<file path="src/rtl/span_pkg.sv">
// Shared types and constants for the SPAN margin sequencer.
package span_pkg;

    localparam int DEF_DATA_W = 16;

    localparam int ENG_SCAN   = 0;
    localparam int ENG_CROSS  = 1;
    localparam int ENG_SPREAD = 2;

    typedef enum logic [2:0] {
        IDLE,
        LAUNCH,
        RUN,
        SUM,
        DONE,
        ERROR
    } seq_state_e;

endpackage

</file>
<file path="src/rtl/span_sat_adder3.sv">
// Three-input unsigned saturating adder for margin components.
// Purely combinational; no flow control.
module span_sat_adder3 #(
    parameter int DATA_W = 16
) (
    input  logic [DATA_W-1:0] a,
    input  logic [DATA_W-1:0] b,
    input  logic [DATA_W-1:0] c,
    output logic [DATA_W-1:0] sum,
    output logic              ovf
);

    // Two guard bits hold the worst case of three full-scale operands.
    logic [DATA_W+1:0] wide;

    assign wide = {2'b00, a} + {2'b00, b} + {2'b00, c};
    assign ovf  = |wide[DATA_W+1:DATA_W];
    assign sum  = ovf ? {DATA_W{1'b1}} : wide[DATA_W-1:0];

endmodule

</file>
<file path="src/rtl/span_calc_sequencer.sv">
// Sequences one SPAN margin run over the scan/cross/spread engines with timeout and abort.
// Latency: go->start 2 cycles, last done->margin_valid 2 cycles; engines are not backpressured.
module span_calc_sequencer
    import span_pkg::*;
#(
    parameter int DATA_W         = DEF_DATA_W,
    parameter int TIMEOUT_CYCLES = 1024,
    parameter int CNT_W          = $clog2(TIMEOUT_CYCLES + 1)
) (
    input  logic              clk,
    input  logic              reset,
    input  logic              go,
    input  logic              abort,
    input  logic              scan_done,
    input  logic              cross_done,
    input  logic              spread_done,
    input  logic [DATA_W-1:0] scan_result,
    input  logic [DATA_W-1:0] cross_result,
    input  logic [DATA_W-1:0] spread_result,
    output logic              start_scan,
    output logic              start_cross,
    output logic              start_spread,
    output logic              busy,
    output logic              margin_valid,
    output logic [DATA_W-1:0] margin,
    output logic              overflow,
    output logic              timeout_err,
    output logic [2:0]        done_mask
);

    seq_state_e        state;
    seq_state_e        state_nxt;
    logic [CNT_W-1:0]  tmo_cnt;
    logic [DATA_W-1:0] scan_cap;
    logic [DATA_W-1:0] cross_cap;
    logic [DATA_W-1:0] spread_cap;
    logic [DATA_W-1:0] sat_sum;
    logic              sat_ovf;
    logic [2:0]        done_in;
    logic [2:0]        done_all;
    logic              run_nxt;

    assign done_in[ENG_SCAN]   = scan_done;
    assign done_in[ENG_CROSS]  = cross_done;
    assign done_in[ENG_SPREAD] = spread_done;
    assign done_all            = done_mask | done_in;
    assign run_nxt             = (state_nxt == RUN) || (state_nxt == SUM);

    span_sat_adder3 #(.DATA_W(DATA_W)) u_sum (
        .a   (scan_cap),
        .b   (cross_cap),
        .c   (spread_cap),
        .sum (sat_sum),
        .ovf (sat_ovf)
    );

    always_ff @(posedge clk) begin
        if (!reset) state <= IDLE;
        else        state <= state_nxt;
    end

    always_comb begin
        state_nxt = state;
        case (state)
            IDLE:   if (go && !abort) state_nxt = LAUNCH;
            LAUNCH: state_nxt = abort ? IDLE : RUN;
            RUN: begin
                // A completing done beats a same-cycle timeout.
                if (abort)                                      state_nxt = IDLE;
                else if (done_all == 3'b111)                    state_nxt = SUM;
                else if (tmo_cnt == CNT_W'(TIMEOUT_CYCLES - 1)) state_nxt = ERROR;
            end
            SUM:    state_nxt = abort ? IDLE : DONE;
            DONE, ERROR: begin
                if (abort)   state_nxt = IDLE;
                else if (go) state_nxt = LAUNCH;
            end
            default: state_nxt = IDLE;
        endcase
    end

    // Status outputs are registered from the next state so they line up with it.
    always_ff @(posedge clk) begin
        if (!reset) begin
            start_scan   <= 1'b0;
            start_cross  <= 1'b0;
            start_spread <= 1'b0;
            busy         <= 1'b0;
            margin_valid <= 1'b0;
            margin       <= '0;
            overflow     <= 1'b0;
            timeout_err  <= 1'b0;
            done_mask    <= 3'b000;
            tmo_cnt      <= '0;
            scan_cap     <= '0;
            cross_cap    <= '0;
            spread_cap   <= '0;
        end else begin
            start_scan   <= run_nxt;
            start_cross  <= run_nxt;
            start_spread <= run_nxt;
            busy         <= (state_nxt == LAUNCH) || run_nxt;
            margin_valid <= (state_nxt == DONE);
            timeout_err  <= (state_nxt == ERROR);

            if (state_nxt == LAUNCH) begin
                done_mask  <= 3'b000;
                overflow   <= 1'b0;
                margin     <= '0;
                tmo_cnt    <= '0;
                scan_cap   <= '0;
                cross_cap  <= '0;
                spread_cap <= '0;
            end

            if (state == RUN) begin
                tmo_cnt <= tmo_cnt + 1'b1;
                if (scan_done && !done_mask[ENG_SCAN]) begin
                    done_mask[ENG_SCAN] <= 1'b1;
                    scan_cap            <= scan_result;
                end
                if (cross_done && !done_mask[ENG_CROSS]) begin
                    done_mask[ENG_CROSS] <= 1'b1;
                    cross_cap            <= cross_result;
                end
                if (spread_done && !done_mask[ENG_SPREAD]) begin
                    done_mask[ENG_SPREAD] <= 1'b1;
                    spread_cap            <= spread_result;
                end
            end

            if (state == SUM && state_nxt == DONE) begin
                margin   <= sat_sum;
                overflow <= sat_ovf;
            end

            if (state_nxt == ERROR) margin <= '0;
        end
    end

endmodule

</file>
<file path="config.mk">
export PLATFORM = sky130hd
export DESIGN_NAME = span_calc_sequencer
export DESIGN_NICKNAME = d
export VERILOG_FILES = /design/src/rtl/span_pkg.sv /design/src/rtl/span_sat_adder3.sv /design/src/rtl/span_calc_sequencer.sv
export SDC_FILE = /design/constraint.sdc
export NUM_CORES = 1
export LEC_CHECK = 0
export BUFFER_PORTS_ARGS = -buffer_cell sky130_fd_sc_hd__buf_2
export CORE_ASPECT_RATIO = 0.8
export CORE_MARGIN = 2
export CORE_UTILIZATION = 42
export CTS_CLUSTER_DIAMETER = 120
export CTS_CLUSTER_SIZE = 14
export DETAILED_ROUTE_END_ITERATION = 8
export GPL_TIMING_DRIVEN = 1
export HOLD_SLACK_MARGIN = 0.12
export SETUP_SLACK_MARGIN = 0.05
export SYNTH_ARGS = -nofsm -noshare
export SYNTH_HDL_FRONTEND = slang
export SYNTH_SLANG_ARGS = --single-unit
</file>
<file path="constraint.sdc">
create_clock -name clk -period 10.5 [get_ports clk]
set_input_delay 1.05 -clock clk [delete_from_list [all_inputs] [get_ports clk]]
set_output_delay 1.05 -clock clk [all_outputs]
set_load 0.005 [all_outputs]
</file>
[Word level (Yosys, flattened, before mapping)]
Cells that the tools add are included.
Storage, ports and cells
  register bits after elaboration: 86
  input port bits: 55
  output and inout bits: 26
Operators by class
  $add $sub $neg: 3
  eq/ne operators: 12
  multiplexer cells: 30
  bitwise logic cells: 2
  reduce and logical (&&, ||, !) cells: 17
Operator list (number)
  2-to-1 mux 16 bit: 12
  2-to-1 mux 3 bit: 9
  2-to-1 mux 11 bit: 2
  adder 18 x 16 -> 18 bit: 1
  adder 16 x 16 -> 17 bit: 1
  == test 3 bit (second input constant): 5
  one-hot mux 3 bit (5 select lines): 1
  == test 3 x 2 -> 1 bit (second input constant): 4
  adder 11 x 1 -> 11 bit (second input constant): 1
  == test 11 x 10 -> 1 bit (second input constant): 1
  == test 3 x 1 -> 1 bit (second input constant): 2
  OR reduction 2 bit: 3
  logical AND 1 bit: 5
  2-to-1 mux 1 bit: 5
  zero test 1 bit: 4
  nonzero test 2 bit: 2
  zero test 3 bit: 1
  bitwise OR 3 bit: 1
  logical OR 1 bit: 2
  2-to-1 mux 2 bit: 1
  inverter 1 bit: 1

[Longest topological paths before layout]
Gate-level depths: netlist of the first run.
  depth after elaboration: 9
  depth in mapped cells: 20

[By module]
A second synthesis of the first run with hierarchy kept.
Second synthesis, totals
  cells, all modules: 447
  area total of the unflattened synthesis: 4470.5 sq um
By module, submodules not included
  span_calc_sequencer: times used 1, cells an instance 313, area each 3328.2 sq um, sequential area each 1721.7 sq um
  span_sat_adder3: times used 1, cells an instance 134, area each 1142.3 sq um, sequential area each 0.0 sq um

[Worst setup path before layout of the first run]
Ideal clock, no wire load.
  path kind: register to register
  start point: reg scan_cap[0]
  end point: reg margin[10]
  library setup time: 0.142 ns
  arrival: 3.937 ns
  required time: 10.358 ns
  slack: 6.421 ns
  stages on the path, launching flop included: 21
  buffers on the path: 1
  period minus slack after synthesis: 4.079 ns
  cells stage by stage: dfxtp_1 > ha_1 > inv_1 > fa_1 > nor2b_1 > o31a_1 > o311a_1 > o21ai_0 > nand2_1 > a21o_1 > a21oi_1 > xnor2_1 > ha_1 > a21oi_1 > o21ai_0 > a22oi_4 > a211oi_1 > or4b_4 > a21oi_4 > buf_6 > a311oi_1
Between the ends
  cells in the longest elaborated chain, start to end: 5
Ends and longest elaborated chain
  start, declared: RTL line span_calc_sequencer.sv:34  | logic [DATA_W-1:0] scan_cap;
  start signal, assigned: RTL line span_calc_sequencer.sv:120  | scan_cap <= scan_result;
  adder 16 x 16 -> 17 bit *: RTL line span_sat_adder3.sv:16  | assign wide = {2'b00, a} + {2'b00, b} + {2'b00, c};
  adder 18 x 16 -> 18 bit *: RTL line span_sat_adder3.sv:16
  OR reduction 2 bit: RTL line span_sat_adder3.sv:17  | assign ovf = |wide[DATA_W+1:DATA_W];
  2-to-1 mux 16 bit *: RTL line span_sat_adder3.sv:18  | assign sum = ovf ? {DATA_W{1'b1}} : wide[DATA_W-1:0];
  2-to-1 mux 16 bit *: RTL line span_calc_sequencer.sv:132  | if (state == SUM && state_nxt == DONE) begin
  end signal, assigned: RTL line span_calc_sequencer.sv:133  | margin <= sat_sum;
  end, declared: RTL line span_calc_sequencer.sv:25  | output logic [DATA_W-1:0] margin,
Every way passes the cells marked *; elsewhere a longest branch is shown, timed or not.
A chain may end at the register's enable or synchronous reset.

[Worst setup path in the final report of the first run]
  start point: reg scan_cap[0]
  end point: reg margin[2]
Same word-level chain as after synthesis.

==> results of run 1 <==
[layout by cell type (no fill, tap or decap), types with 2 or more instances in the layout]
master / netlist / layout
ha_1: 34 / 34
xnor2_1: 14 / 14
clkbuf_1: 21 / 2
dfxtp_1: 86 / 86
nor2b_1: 4 / 4
nor3_1: 7 / 7
inv_1: 9 / 9
nor4_1: 2 / 2
or3_1: 2 / 2
o21bai_1: 2 / 2
clkbuf_16: 0 / 9
o22ai_1: 4 / 4
nand2_1: 73 / 73
xor2_1: 13 / 13
nor3b_2: 3 / 3
a21o_1: 8 / 8
nand3b_1: 6 / 6
o21ai_0: 24 / 24
o21a_1: 5 / 5
clkinv_2: 0 / 3
nand4_1: 5 / 5
and2_1: 5 / 5
a21oi_1: 96 / 96
fa_1: 2 / 2
nor3b_1: 2 / 2
or2_2: 2 / 2
buf_4: 4 / 3
nand3_1: 56 / 56
nand2b_1: 7 / 6
and3_1: 7 / 7
nor2_1: 41 / 41
buf_2: 6 / 80
a311oi_1: 11 / 11
o31a_1: 2 / 2
a211oi_1: 8 / 8
[state kept, by name (all words and copies together) (netlist names)]
register and cells:
busy 1, cross_cap 16, done_mask 3, margin 16
margin_valid 1, overflow 1, scan_cap 16, spread_cap 16
start_spread 1, state 3, timeout_err 1, tmo_cnt 11
[final cells by class]
type,count,area [um2]
fillers,1163,5800
multi-input cells,469,2950
flip-flops and latches,86,1720
repair buffers,83,423
clock buffers,12,246
well taps,148,185
inverters,10,37.5
clock inverters,4,22.5
[power by group through the flow]
stage	Combinational, mW	Sequential (mW)	Clock (mW)
floorplan	0.0245	0.337	0
global placement	0.0409	0.338	0
detailed placement	0.0416	0.338	0
CTS	0.0419	0.331	0.303
global route	0.0464	0.331	0.314
finish	0.0416	0.331	0.294
[logic make-up (layout without fill, tap and decap cells)]
group / after synthesis / count (layout) / share of synthesized area [%]
multiplexers: 1 / 1 / 0.207
adder cells (fa/ha/maj): 36 / 36 / 9.61
buffers and inverters: 42 / 109 / 3.87
AND/OR/NAND/NOR: 230 / 230 / 23.3
XOR/XNOR: 27 / 27 / 4.88
AO/OA/AOI/OAI: 175 / 175 / 22.6
flip-flops: 86 / 86 / 35.5
[metal layers]
metal | wire length (um) | global-route usage (%) | part of all wire, % | vias up
li1 | - | - | - | 2270
met1 | 6150 | 29.2 | 51 | 1995
met2 | 5060 | 29.3 | 42 | 106
met3 | 596 | 4.20 | 5.0 | 14
met4 | 154 | 5.70 | 1.3 | 0
met5 | 0 | 0 | 0 | -
[through the flow]
| step | instance area [um2] | std cells | setup slack (ns) | hold WS, ns | total power, mW |
|---|---|---|---|---|---|
| detailed placement | 5320 | 796 | 5.93 | 0.466 | 0.380 |
| global route | 5590 | 812 | 5.51 | 0.490 | 0.691 |
| CTS | 5590 | 812 | 5.90 | 0.475 | 0.676 |
| global placement | 5320 | 796 | 6.08 | 0.461 | 0.379 |
| floorplan | 4850 | 597 | 6.42 | 0.452 | 0.362 |
| finish | 5590 | 812 | 5.89 | 0.471 | 0.666 |
[final timing paths]
kind,from,to,slack [ns],cells past startpoint
worst min-delay path,overflow,overflow,0.47,2
worst max-delay path,scan_cap[0],margin[2],5.89,19
worst min register to register,overflow,overflow,0.47,2
worst max register to register,scan_cap[0],margin[2],5.89,19
[worst max-delay path: cells and delay by family, from the launching register on]
family          cells  cell delay, ns
fa+ha+maj           3            0.71
compound gates     11            2.46
xor+xnor            1            0.17
flops               1            0.32
simple gates        3            0.71
buf+inv             1            0.07
==> run metrics, run 1 <==
CTS buffer count=9; power share of the sequential group=49.7%; Slowest cell on crit path=or4b_4; min Tclk post-route=4.61 ns; Setup Viol. Count Final=0; setup TNS=0 ns; IO Count=81; layout cells sized above 1=17.3%; Final Util=49.1%; CP max FO=17; vias in the first global route=4047; 1st-pass router iterations=5; Comb power frac=6.3%; Switching Fraction=23.4%; commonest cells in the netlist=a21oi_1, dfxtp_1, nand2_1, nand3_1, nor2_1; area of the core=0.0114 mm2; clk sink count=86; total setup buffers inserted after CTS=0; synthesis-to-layout area growth=15.4%; Area contributors post-synth=dfxtp_1, a21oi_1, ha_1; post-DR wirelength/cell=14.7 um; Initial DRC Count=302; first-pass GRT wire length=19.5 mm; syn_area_per_cell=8.12 um2; TritonCTS clock tree=done; Final Slew Violations=0; Mapped Cells=597; P_int=0.510 mW; register area share after synthesis=35.5%; number of routed nets with antenna violations=0; worst skew pair latency=0.34 ns; synth warn=0; clock transition at the registers of the reported paths=0.06 ns; EDFF count, synth=0; CTS max path bufs=2; fin nets=750; Post-synth ARST share=0%; Cell Area, Synth=0.00485 mm2; Netlist cell types=59; Synth Flop Type=dfxtp_1; Peak Freq=217 MHz; Routed WL=12.0 mm; status=finished clean; die area=0.0124 mm2; critical path arrival=4.76 ns; final hold vios=0; CP Cell Sequence=ha_1, inv_1, fa_1, nor2b_1, o31a_1, o311a_1, o21ai_0, nand2_1, a21o_1, a21oi_1, xnor2_1, ha_1, a21oi_1, o21ai_0, a22oi_4, a211oi_1, or4b_4, a21oi_4, a311oi_1; WS Path Type=flip-flop to flip-flop; RSZ-0062 raised after global routing=false; worst min-delay path class=flip-flop to flip-flop; GP Congestion=0.852; largest net degree at the start of global routing=73; LEAKAGE=2.40 nW; Die Ht=100 um; Clock power frac=44.1%; post-cts sizing count=0; Global Route Usage Sum=19.9%; hold_buf cts=0; P_sw=0.156 mW; Worst-Margin Slew=1.29 ns; root buffer cell=clkbuf_16; HPWL Detailed=8.90 mm; GRT overflow=0; row count=35; worst setup skew after layout=0.00667 ns; CP Launch Type=flip-flop; post-synth top area share=35.5%; vias=4385; Slew HR=13.9%; cell accounting for the most synthesized area=dfxtp_1; most frequent cell after synthesis=a21oi_1; CP max stage delay=0.54 ns; DRC=0; Via density=5.40; P per Cell Area=119 mW/mm2; die width=124 um; Worst Path Required=10.65 ns; Final Cycle Share=43.9%; initial antenna violation count=0; max-cap violation count=0; post-synth net total=688; Starting Density=42.6%; H-tree levels=3; IO Port Bufs=80; maximum VDD drop=0.0000805 V; antenna cell count=0; crit path capture type=flip-flop; number of synthesized register bits=86
Power figures use the tool's default switching activity.
==> inputs of run 2 (changes only) <==
- clock period: 10.5 -> 4.8 ns (I/O delays scaled with it)
==> run metrics, run 2 (synthesis results as in run 1) <==
fin nets=751 (+0.13%); CP max stage delay=0.54 ns (about the same); Seq. cell area=0.00172 mm2 (unchanged); vias in the first global route=4123 (+1.9%); 1st-pass router iterations=5 (unchanged); CP Cell Sequence=ha_1, inv_1, fa_1, nor2b_1, o31a_1, o311a_1, o21ai_0, nand2_1, a21o_1, a21oi_1, xnor2_1, ha_1, a21oi_1, o21ai_1, a22oi_4, a211oi_1, or4b_4, a21oi_4, buf_12, a311oi_1; row count=35 (unchanged); CTS max path bufs=2 (unchanged); final std cells w/o fill=813 (+0.12%); hold_buf cts=0 (unchanged); Final Cycle Share=91.3% (+47 points); pre-CTS setup slack=0.207 ns (-5.72 ns); GP Congestion=0.861 (+0.99%); vias=4484 (+2.3%); Slowest cell on crit path=or4b_4; P per Cell Area=293 mW/mm2 (+150%); CP max FO=17 (unchanged); post-DR wirelength/cell=15.1 um (+2.2%); final hold vios=0 (unchanged); root buffer cell=clkbuf_16; Fill cells=1103 (-5.2%); placed insts=796 (unchanged); worst skew pair latency=0.34 ns (about the same); number of routed nets with antenna violations=0 (unchanged); layout cells sized above 1=17.7% (+0.43 points); CTS buffer count=9 (unchanged); Worst Path Required=4.94 ns (-5.71 ns); most common cell after layout, fill and taps aside=a21oi_1; Final Slew Violations=0 (unchanged); clk sink count=86 (unchanged); Worst-Margin Slew=1.30 ns (+0.0119 ns); IO Port Bufs=80 (unchanged); antenna cell count=0 (unchanged); GRT overflow=0 (unchanged); Initial DRC Count=245 (-19%); TritonCTS clock tree=done; maximum VDD drop=0.000194 V (+140%); Multi-input gate area=0.00295 mm2 (unchanged); Die Ht=100 um (unchanged); worst min-delay path class=primary input to flip-flop; RSZ-0062 raised after global routing=false; initial antenna violation count=0 (unchanged); setup TNS=0 ns (unchanged); LEAKAGE=2.46 nW (+2.4%); min Tclk post-route=4.38 ns (-0.230 ns); Routed WL=12.2 mm (+2.3%); HPWL Detailed=9.03 mm (+1.5%); Global Route Usage Sum=20.4% (+0.48 points); Setup Viol. Count Final=0 (unchanged); die area=0.0124 mm2 (unchanged); synthesis-to-layout area growth=17.9%; Peak Freq=228 MHz (+5.3%); crit path capture type=flip-flop; DRC=0 (unchanged); H-tree levels=3 (unchanged); clock transition at the registers of the reported paths=0.07 ns (about the same); WS Path Type=flip-flop to flip-flop; setup ws final=0.418 ns (-5.47 ns); area of the core=0.0114 mm2 (unchanged); Starting Density=42.6% (unchanged); worst setup skew after layout=0.00968 ns (+0.00301 ns); critical path arrival=4.53 ns (-0.23 ns); largest net degree at the start of global routing=39 (-47%); most frequent cells in the layout=a21oi_1, dfxtp_1, buf_2; Via density=5.52 (+2.1%); CP Launch Type=flip-flop; IO Count=81 (unchanged); status=finished clean; first-pass GRT wire length=20.0 mm (+2.5%); max-cap violation count=0 (unchanged); Slew HR=13.1% (-0.79 points); die width=124 um (unchanged)
## run 2: cell count changes in the layout (fill, tap and decap cells not counted)
cell,delta
o21ai_1,+1
bufinv_16,+4
buf_12,+1
clkbuf_1,-2
o21ai_0,-1
clkinv_4,+3
clkbuf_8,-1
clkinv_2,-3
clkinvlp_4,-1
## run 2: cell type report
class | instances | share of cell area, %
clock buffers | 9 | 3.94
inverters | 10 | 0.657
well taps | 148 | 3.24
multi-input cells | 469 | 51.7
flip-flops and latches | 86 | 30.1
clock inverters | 7 | 2.56
repair buffers | 84 | 7.75
## run 2: critical path: cells and delay by family, from the launching register on
family                   cells  cell delay, ns
AO/OA/AOI/OAI               11            2.02
adder cells (fa/ha/maj)      3            0.73
AND/OR/NAND/NOR              3            0.71
flip-flops                   1            0.32
buffers and inverters        2            0.22
XOR/XNOR                     1            0.18
## run 2: worst paths after layout
kind / startpoint / to / slack [ns] / cells past startpoint
worst max-delay path: scan_cap[0] / margin[12] / 0.42 / 20
worst min-delay path: scan_result[6] / scan_cap[6] / 0.37 / 3
worst max register to register: scan_cap[0] / margin[12] / 0.42 / 20
worst min register to register: cross_cap[9] / cross_cap[9] / 0.47 / 2
## run 2: power breakdown
part           internal (mW)  switching (mW)  total, mW
combinational         0.0353          0.0569     0.0922
clock                  0.564           0.297      0.861
sequential             0.719         0.00452      0.723
total                   1.32           0.358       1.68
## run 2: metal layers
| metal | track usage [%] | share of wire [%] | routed length, um | up-vias |
|---|---|---|---|---|
| met4 | 5.70 | 1.1 | 139 | 0 |
| met3 | 4.43 | 4.6 | 563 | 12 |
| met1 | 29.7 | 52 | 6320 | 2078 |
| met5 | 0 | 0 | 0 | - |
| met2 | 30.2 | 43 | 5220 | 121 |
| li1 | - | - | - | 2273 |
## run 2: per-stage QoR
step / total power, mW / cell area, um2 / util [%] / hold WS (ns)
after detailed placement: 0.831 / 5320 / 46.7 / 0.464
after global placement: 0.829 / 5320 / 46.7 / 0.461
final: 1.68 / 5710 / 50.2 / 0.372
after global routing: 1.73 / 5710 / 50.2 / 0.373
after CTS: 1.69 / 5690 / 50.0 / 0.359
after floorplan: 0.791 / 4850 / - / 0.452
## run 2: repair_timing
item / 4_1_cts / 5_1_grt
setup buffers: 0 / 1
gates resized for setup: 0 / 1
endpoints found under the setup margin: 0 / 17
==> inputs of run 3 (changes only) <==
- CORE_UTILIZATION: 42 -> 57
- PLACE_DENSITY: default -> 0.81
==> run metrics, run 3 (synthesis results as in run 1) <==
FF-to-FF setup slack=0.40 ns (-0.02 ns); Area after DPL=0.00528 mm2 (-0.85%); CP Cell Sequence=ha_1, inv_1, fa_1, nor2b_1, o31a_1, o311a_1, o21ai_0, nand2_1, a21o_1, a21oi_1, xnor2_1, ha_1, a21oi_1, o21ai_1, a22oi_4, a211oi_1, or4b_4, a21oi_4, buf_12, a311oi_1; row count=30 (-14%); H-tree levels=3 (unchanged); crit path capture type=flip-flop; worst r2r src=scan_cap[0]; FF-to-FF path depth=20 (unchanged); Final Util=65.4% (+15 points); min Tclk post-route=4.40 ns (+0.0223 ns); initial antenna violation count=0 (unchanged); hold slack=0.348 ns (-0.0240 ns); Setup Viol. Count Final=0 (unchanged); Min-Delay Endpoint=spread_cap[0]; vias in the first global route=4093 (-0.73%); area of the core=0.00837 mm2 (-26%); Buf/Inv on CP=2 (unchanged); number of routed nets with antenna violations=0 (unchanged); layout cells sized above 1=17.7% (unchanged); LEAKAGE=2.38 nW (-3.5%); Via density=5.81 (+5.3%); Routed WL=11.3 mm (-7.8%); worst min-delay path class=primary input to flip-flop; max-cap violation count=0 (unchanged); die width=107 um (-14%); Worst-Margin Slew=1.25 ns (-0.0530 ns); setup TNS=0 ns (unchanged); CTS max path bufs=2 (unchanged); Fill cells=708 (-36%); CP max FO=17 (unchanged); Crit path depth=20 (unchanged); Worst Min Path Start=spread_result[0]; IO Port Bufs=80 (unchanged); largest net degree at the start of global routing=61 (+56%); 1st-pass router iterations=5 (unchanged); maximum VDD drop=0.000137 V (-29%); Final Slew Violations=0 (unchanged); critical path arrival=4.57 ns (+0.04 ns); Slowest cell on crit path=or4b_4; antenna cell count=0 (unchanged); GRT overflow=0 (unchanged); clk sink count=86 (unchanged); fin nets=751 (unchanged); first-pass GRT wire length=18.7 mm (-6.4%); WHS Path Cells=3 (unchanged); status=finished clean; Slew HR=16.7% (+3.5 points); post-DR wirelength/cell=14.5 um (-3.5%); DRC=0 (unchanged); vias=4511 (+0.60%); R2R Path End=margin[2]; Global Route Usage Sum=25.0% (+4.6 points); CTS buffer count=9 (unchanged); fin area=0.00547 mm2 (-4.2%); Top delay family on crit path=compound AO/OA/AOI/OAI gates; pre-CTS setup slack=0.252 ns (+0.0447 ns); Final Cycle Share=91.8% (+0.46 points); GP Congestion=0.905 (+5.1%); synthesis-to-layout area growth=13.0%; worst setup skew after layout=0.0159 ns (+0.00622 ns); final hold vios=0 (unchanged); Worst Path Required=4.97 ns (+0.03 ns); CP max stage delay=0.54 ns (about the same); CP Launch Type=flip-flop; most common cell after layout, fill and taps aside=a21oi_1; die area=0.00926 mm2 (-25%); Peak Freq=227 MHz (-0.51%); Initial DRC Count=239 (-2.4%); Die Ht=86.5 um (-14%); HPWL Detailed=8.41 mm (-6.9%); TritonCTS clock tree=done; IO Count=81 (unchanged); worst skew pair latency=0.36 ns (+0.02 ns); root buffer cell=clkbuf_8; P per Cell Area=235 mW/mm2 (-20%); most frequent cells in the layout=a21oi_1, dfxtp_1, buf_2; setup ws final=0.395 ns (-0.0223 ns); clock transition at the registers of the reported paths=0.10 ns (+0.03 ns); WS Path Type=flip-flop to flip-flop; hold_buf cts=0 (unchanged); RSZ-0062 raised after global routing=false; Starting Density=57.9% (+15 points)
## run 3: changes by cell type in the layout (fill, tap and decap cells not counted)
| cell | change |
|---|---|
| bufinv_16 | -4 |
| clkinv_4 | -2 |
| clkinv_2 | +2 |
| inv_6 | +4 |
| clkbuf_8 | +9 |
| clkbuf_16 | -9 |
## run 3: report_power, final
part	switching [mW]	internal [mW]	leakage, nW	total [mW]
logic	0.0552	0.0353	1.59	0.0905
clock network	0.277	0.195	0.0948	0.472
registers	0.00443	0.718	0.693	0.723
## run 3: tightest hold or removal path, stage by stage
cell and delay [ns]:
buf_2 0.10, nand2_1 0.04, a21oi_1 0.05
## run 3: layer usage
metal	GRT usage, %	vias to the layer above	part of all wire [%]
li1	-	2266	-
met1	34.7	2046	48
met2	39.4	182	44
met5	0	-	0
met4	7.44	0	0.96
met3	5.26	17	7.1
## run 3: worst max-delay path by stage
stage	start	endpoint	slack [ns]
final	scan_cap[0]	margin[2]	0.40
after global routing	scan_cap[0]	margin[12]	0.12
after CTS	scan_cap[0]	margin[3]	0.22
after detailed placement	scan_cap[0]	margin[3]	0.25
after global placement	scan_cap[0]	margin[15]	0.42
after floorplan	scan_cap[0]	margin[10]	0.72
## run 3: area by class of cell
cell class | count | area, um2 | share of cell area, %
multi-input cells | 469 | 2950 | 54.0
flip-flops and latches | 86 | 1720 | 31.5
repair buffers | 84 | 443 | 8.09
well taps | 112 | 140 | 2.56
clock buffers | 9 | 124 | 2.26
clock inverters | 7 | 53.8 | 0.983
inverters | 10 | 37.5 | 0.686
## run 3: per-stage QoR
| step | power (mW) | instances |
|---|---|---|
| 2_1_floorplan | 0.791 | 597 |
| 3_3_place_gp | 0.826 | 760 |
| 5_1_grt | 1.34 | 777 |
| 6_report | 1.28 | 777 |
| 4_1_cts | 1.29 | 776 |
| 3_5_place_dp | 0.828 | 760 |
## run 3: repair_timing
action                     CTS  global route
buffers inserted             0             1
setup endpoints to repair    0            17
resized for setup            0             1
hold endpoints to repair     0             0
